## src/rtl/logic_unit_stage.sv

```systemverilog
// -----------------------------------------------------------------------------
// logic_unit_stage
//
// Registered bitwise logic stage (AND / ORR / EOR / BIC) with ARM-style N and Z
// flags. It sits after the bitwise gate blocks and feeds the ALU result mux.
// Both sides use valid/ready handshakes. A main register drives the outputs,
// and one skid register absorbs a single extra transaction, so out_ready never
// reaches in_ready combinationally and full rate holds under backpressure.
//
// Ports
//   clk         in   1      rising-edge clock
//   rst_n       in   1      asynchronous active-low reset
//   in_valid    in   1      upstream transaction valid
//   in_ready    out  1      stage can accept a transaction this cycle (registered)
//   in_a        in   WIDTH  operand A
//   in_b        in   WIDTH  operand B
//   in_op       in   2      00 AND, 01 ORR, 10 EOR, 11 BIC (A & ~B)
//   out_valid   out  1      result valid (registered)
//   out_ready   in   1      downstream accepts result
//   out_result  out  WIDTH  registered result
//   out_n       out  1      result[WIDTH-1]
//   out_z       out  1      1 iff result == 0
// -----------------------------------------------------------------------------
module logic_unit_stage #(
    parameter int WIDTH = 32
) (
    input  logic             clk,
    input  logic             rst_n,
    input  logic             in_valid,
    output logic             in_ready,
    input  logic [WIDTH-1:0] in_a,
    input  logic [WIDTH-1:0] in_b,
    input  logic [1:0]       in_op,
    output logic             out_valid,
    input  logic             out_ready,
    output logic [WIDTH-1:0] out_result,
    output logic             out_n,
    output logic             out_z
);

    localparam logic [1:0] OP_AND = 2'b00;
    localparam logic [1:0] OP_ORR = 2'b01;
    localparam logic [1:0] OP_EOR = 2'b10;
    localparam logic [1:0] OP_BIC = 2'b11;

    typedef enum logic [1:0] {
        ST_EMPTY = 2'b00,
        ST_ONE   = 2'b01,
        ST_FULL  = 2'b10
    } state_t;

    // Bitwise operation selected by op.
    function automatic logic [WIDTH-1:0] logic_op(
        input logic [WIDTH-1:0] a,
        input logic [WIDTH-1:0] b,
        input logic [1:0]       op
    );
        logic [WIDTH-1:0] r;
        case (op)
            OP_AND:  r = a & b;
            OP_ORR:  r = a | b;
            OP_EOR:  r = a ^ b;
            OP_BIC:  r = a & ~b;
            default: r = {WIDTH{1'b0}};
        endcase
        return r;
    endfunction

    // Zero flag of a result word.
    function automatic logic is_zero(input logic [WIDTH-1:0] v);
        return (v == {WIDTH{1'b0}});
    endfunction

    state_t           state_r;
    state_t           state_s;
    logic             in_ready_r;
    logic             out_valid_r;

    logic [WIDTH-1:0] main_result_r;
    logic             main_n_r;
    logic             main_z_r;
    logic [WIDTH-1:0] skid_result_r;
    logic             skid_n_r;
    logic             skid_z_r;

    logic [WIDTH-1:0] new_result_s;
    logic             new_n_s;
    logic             new_z_s;
    logic             accept_s;
    logic             take_s;
    logic             load_main_new_s;
    logic             load_main_skid_s;
    logic             load_skid_s;

    // Result and flags of the transaction currently offered upstream.
    always_comb begin
        new_result_s = logic_op(in_a, in_b, in_op);
        new_n_s      = new_result_s[WIDTH-1];
        new_z_s      = is_zero(new_result_s);
    end

    // Handshakes use only registered ready/valid, never out_ready -> in_ready.
    always_comb begin
        accept_s = in_valid && in_ready_r;
        take_s   = out_valid_r && out_ready;
    end

    // Next-state and register load selects for the main/skid pair.
    always_comb begin
        state_s          = state_r;
        load_main_new_s  = 1'b0;
        load_main_skid_s = 1'b0;
        load_skid_s      = 1'b0;
        case (state_r)
            ST_EMPTY: begin
                if (accept_s) begin
                    state_s         = ST_ONE;
                    load_main_new_s = 1'b1;
                end else begin
                    state_s = ST_EMPTY;
                end
            end
            ST_ONE: begin
                if (accept_s && take_s) begin
                    state_s         = ST_ONE;
                    load_main_new_s = 1'b1;
                end else if (accept_s) begin
                    state_s     = ST_FULL;
                    load_skid_s = 1'b1;
                end else if (take_s) begin
                    state_s = ST_EMPTY;
                end else begin
                    state_s = ST_ONE;
                end
            end
            ST_FULL: begin
                // in_ready is low here, so only a take can happen.
                if (take_s) begin
                    state_s          = ST_ONE;
                    load_main_skid_s = 1'b1;
                end else begin
                    state_s = ST_FULL;
                end
            end
            default: begin
                // Unreachable encoding: fall back to a clean empty stage.
                state_s = ST_EMPTY;
            end
        endcase
    end

    // State register plus registered in_ready/out_valid decoded from next state.
    always_ff @(posedge clk or negedge rst_n) begin
        if (!rst_n) begin
            state_r     <= ST_EMPTY;
            in_ready_r  <= 1'b1;
            out_valid_r <= 1'b0;
        end else begin
            state_r     <= state_s;
            in_ready_r  <= (state_s != ST_FULL);
            out_valid_r <= (state_s != ST_EMPTY);
        end
    end

    // Main register: drives the outputs, holds while not taken.
    always_ff @(posedge clk or negedge rst_n) begin
        if (!rst_n) begin
            main_result_r <= {WIDTH{1'b0}};
            main_n_r      <= 1'b0;
            main_z_r      <= 1'b0;
        end else if (load_main_new_s) begin
            main_result_r <= new_result_s;
            main_n_r      <= new_n_s;
            main_z_r      <= new_z_s;
        end else if (load_main_skid_s) begin
            main_result_r <= skid_result_r;
            main_n_r      <= skid_n_r;
            main_z_r      <= skid_z_r;
        end
    end

    // Skid register: catches the one transaction accepted while main is stalled.
    always_ff @(posedge clk or negedge rst_n) begin
        if (!rst_n) begin
            skid_result_r <= {WIDTH{1'b0}};
            skid_n_r      <= 1'b0;
            skid_z_r      <= 1'b0;
        end else if (load_skid_s) begin
            skid_result_r <= new_result_s;
            skid_n_r      <= new_n_s;
            skid_z_r      <= new_z_s;
        end
    end

    assign in_ready   = in_ready_r;
    assign out_valid  = out_valid_r;
    assign out_result = main_result_r;
    assign out_n      = main_n_r;
    assign out_z      = main_z_r;

endmodule

```

## config.mk

```make
export PLATFORM = sky130hd
export DESIGN_NAME = logic_unit_stage
export DESIGN_NICKNAME = d
export VERILOG_FILES = /design/src/rtl/logic_unit_stage.sv
export SDC_FILE = /design/constraint.sdc
export NUM_CORES = 1
export LEC_CHECK = 0
export CAP_MARGIN = 20
export CELL_PAD_IN_SITES_DETAIL_PLACEMENT = 1
export CELL_PAD_IN_SITES_GLOBAL_PLACEMENT = 1
export CORE_UTILIZATION = 35
export CTS_BUF_LIST = sky130_fd_sc_hd__clkbuf_16
export CTS_CLUSTER_DIAMETER = 200
export CTS_CLUSTER_SIZE = 16
export DETAILED_ROUTE_END_ITERATION = 12
export PLACE_DENSITY_LB_ADDON = 0.1
export SKIP_CTS_REPAIR_TIMING = 1
export SLEW_MARGIN = 20
export SYNTH_ARGS = -nofsm -noshare
export SYNTH_HDL_FRONTEND = slang
export SYNTH_SLANG_ARGS = --single-unit
```

## constraint.sdc

```tcl
create_clock -name clk -period 1.8 [get_ports clk]
set_input_delay 0.27 -clock clk [delete_from_list [all_inputs] [get_ports clk]]
set_output_delay 0.27 -clock clk [all_outputs]
set_load 0.005 [all_outputs]
```

==> results of run 1 <==
## through the flow
step | area, sq um | std cells
floorplan | 5020 | 612
global placement | 7060 | 973
detailed placement | 7060 | 973
CTS | 7320 | 989
global route | 7920 | 1006
finish | 7920 | 1006
## Yosys cell counts (5+ instances only)
| library cell | count |
|---|---|
| a21oi_1 | 44 |
| mux2_2 | 32 |
| a221oi_1 | 7 |
| inv_1 | 76 |
| clkbuf_1 | 24 |
| xnor2_1 | 8 |
| buf_2 | 5 |
| nor2_1 | 42 |
| nand2b_1 | 7 |
| nand4_1 | 7 |
| o21ai_0 | 74 |
| xor2_1 | 24 |
| a2bb2oi_1 | 7 |
| a31oi_1 | 12 |
| nand2_1 | 85 |
| ha_1 | 37 |
| dfrtp_1 | 69 |
| a22oi_1 | 7 |
## cell type report
class                           instances  area, sq um  area share [%]
Sequential cell                        70         1750            22.1
Tap cell                              180          225            2.84
Clock buffer                            9          225            2.84
Inverter                               76          285            3.60
Multi-Input combinational cell        428         3120            39.4
Clock inverter                          7         33.8           0.426
Timing Repair Buffer                  236         2280            28.8
## power groups by stage
stage / combinational (mW) / sequential (mW) / clock [mW]
after floorplan: 1.91 / 2.67 / 0
after global placement: 3.75 / 2.69 / 0
after detailed placement: 3.93 / 2.74 / 0
after CTS: 3.97 / 2.72 / 1.63
after global routing: 4.79 / 2.81 / 1.69
final: 4.36 / 2.72 / 1.60
## state kept, by name (all words and copies together), names as in the netlist
name           count
state_r            2
in_ready           1
out_valid          1
out_result        32
skid_result_r     32
out_z              1
skid_z_r           1
## layer usage
layer,wire [microns],vias up
met2,9590,128
met1,7920,2568
li1,-,2497
met3,603,28
met4,392,0
met5,0,-
## logic make-up (layout without fill, tap and decap cells)
group,Yosys count,after routing,synth area share (%)
adders and majority gates,37,37,9.24
buffers and inverters,114,328,9.27
DFF,70,70,35.0
AOI/OAI and AO/OA,172,172,20.5
muxes,36,36,7.99
and+or+nand+nor,151,151,12.4
xor gates and xnor gates,32,32,5.60
## path summary, 6_finish.rpt
check                                    end  slack (ns)
max                                 skid_z_r        0.02
min                           out_result[19]        0.43
max reg2reg                            out_z        0.09
min reg2reg                skid_result_r[23]        0.48
max in group asynchronous     out_result[28]        0.77
min in group clk              out_result[20]        0.45
==> results.yml, run 1 <==
run_status:
  outcome: "complete, no violations"
clocking:
  clkLatencyLatePin_ns: 0.35
  htree_levels: 3
  cts_root_buffer: "clkbuf_16"
  cts_num_sinks: 70
  tritoncts: "built"
  clock_path_buffers: 2
  cts_buffers: 9
  clk_pin_slew_ns: 0.06
die:
  die_area_sq_um: 14800
  rows: 43
  die_x_microns: 122
  ios: 106
  core_sq_um: 13900
  initial_utilization_pct: 35.9
  die_h_microns: 122
flow_run:
  drv_cap: 0
synthesis:
  synth.cell_area_sq_um: 5010
  ys_types: 42
  ys_ff_latch: 70
  synth_top_area_cell: "dfrtp_1"
  synth_nets: 719
  yosysSeqAreaShare_pct: 35.0
  netlist.area_leader.share_pct: 34.5
  synthCells: 612
  synth_edf_count: 0
  ys_warn_count: 0
  synth_flop_cell: "dfrtp_1"
  synth.avg_cell_area_sq_um: 8.18
  netlist_top_cells_area: "dfrtp_1 34%, ha_1 9.2%, o21ai_0 7.4%"
  synthArstFlopShare_pct: 100
pwr:
  pwr-share-seq_pct: 31.3
  powerDensity_nw_per_um2: 1090
  p_int_mw: 5.57
  comb_power_share_pct: 50.2
  p_leak_nw: 4.08
  vdd_drop_max_uv: 520
  clock_power_share_pct: 18.4
  switching_share_pct: 35.7
  switchingPower_mw: 3.10
  power.total_mw: 8.67
global_routing:
  overflow: 0
  grt_max_degree: 43
  grt_pass1_vias: 5362
  globalRouteMet1Util_pct: 29.9
  grt_use_met3_pct: 3.98
  antenna_found_initial: 0
  use_met2_pct: 42.4
  grt.total_usage_pct: 24.1
  grt-busiest-layer: "met2"
  grt_pass1_wl_microns: 27200
worst_setup_path:
  ff2ff_path_depth: 9
  startpoint: "in_op[1]"
  slowest_stage: "or4_1"
  path_buf_inv: 2
  required_ns: 2.06
  cp_top_family: "compound AO/OA/AOI/OAI gates"
  worstPathMaxFanout: 6
  cp-start-kind: "input port"
  crit_chain: "buf_8 -> ha_4 -> buf_12 -> a221oi_2 -> a31oi_1 -> or4_1 -> a22oi_2 -> nand3_4 -> o31ai_2"
  worstPathArrival_ns: 2.04
  r2r_start: "in_ready"
  path_depth: 9
  crit_path_max_incr_delay_ns: 0.52
  worstSetupEndpointType: "register"
  criticalPathCategory: "input port to register"
placement:
  gp_congestion: 0.858
  io_buffers: 105
  pre_cts_ws_ns: -0.871
  dp_hpwl_microns: 13600
layout:
  area_growth_pct: 58.2
  drive_above_1_share_pct: 28.8
  fillers: 1620
  final_util_pct: 56.9
  layout_common_cells: "117 x buf_4, 84 x nand2_1, 69 x o21ai_0, 69 x dfrtp_1, 65 x inv_1"
  diodes: 0
  layout_commonest_cell: "buf_4"
  fin_nets: 928
sta:
  setup_tns_ns: 0
  whs_ns: 0.432
  setup_viol: 0
  finalCritPeriodShare_pct: 99.0
  timing.fmax_ghz: 0.561
  drv_slew: 0
  hold_viol_final: 0
  fin_crit_ns: 1.78
  tightest_slew_ns: 0.512
  finClkSkew_ns: 0.00568
  fin_ws_ns: 0.0181
  slew_headroom_pct: 65.9
  rsz0062_at_grt: "true"
routing:
  routed_via_density: 5.19
  wl_per_cell_microns: 18.4
  dr.pass1.iters: 4
  vias: 5221
  drc: 0
  dr.first_iter.drc_count: 242
  ant_nets: 0
  routed_wl_microns: 18500
min_path:
  hp-class: "input port to asynchronous set/reset pin"
(Power assumes the default switching activity.)
==> inputs of run 2 (changes only) <==
--- a/config.mk
+++ b/config.mk
@@ -5,6 +5,7 @@
 export SDC_FILE = /design/constraint.sdc
 export NUM_CORES = 1
 export LEC_CHECK = 0
+export ABC_CLOCK_PERIOD_IN_PS = 1800
 export CAP_MARGIN = 20
 export CELL_PAD_IN_SITES_DETAIL_PLACEMENT = 1
 export CELL_PAD_IN_SITES_GLOBAL_PLACEMENT = 1
==> results of run 2 <==
Final layout, timing and power as in run 1 (identical DEF).
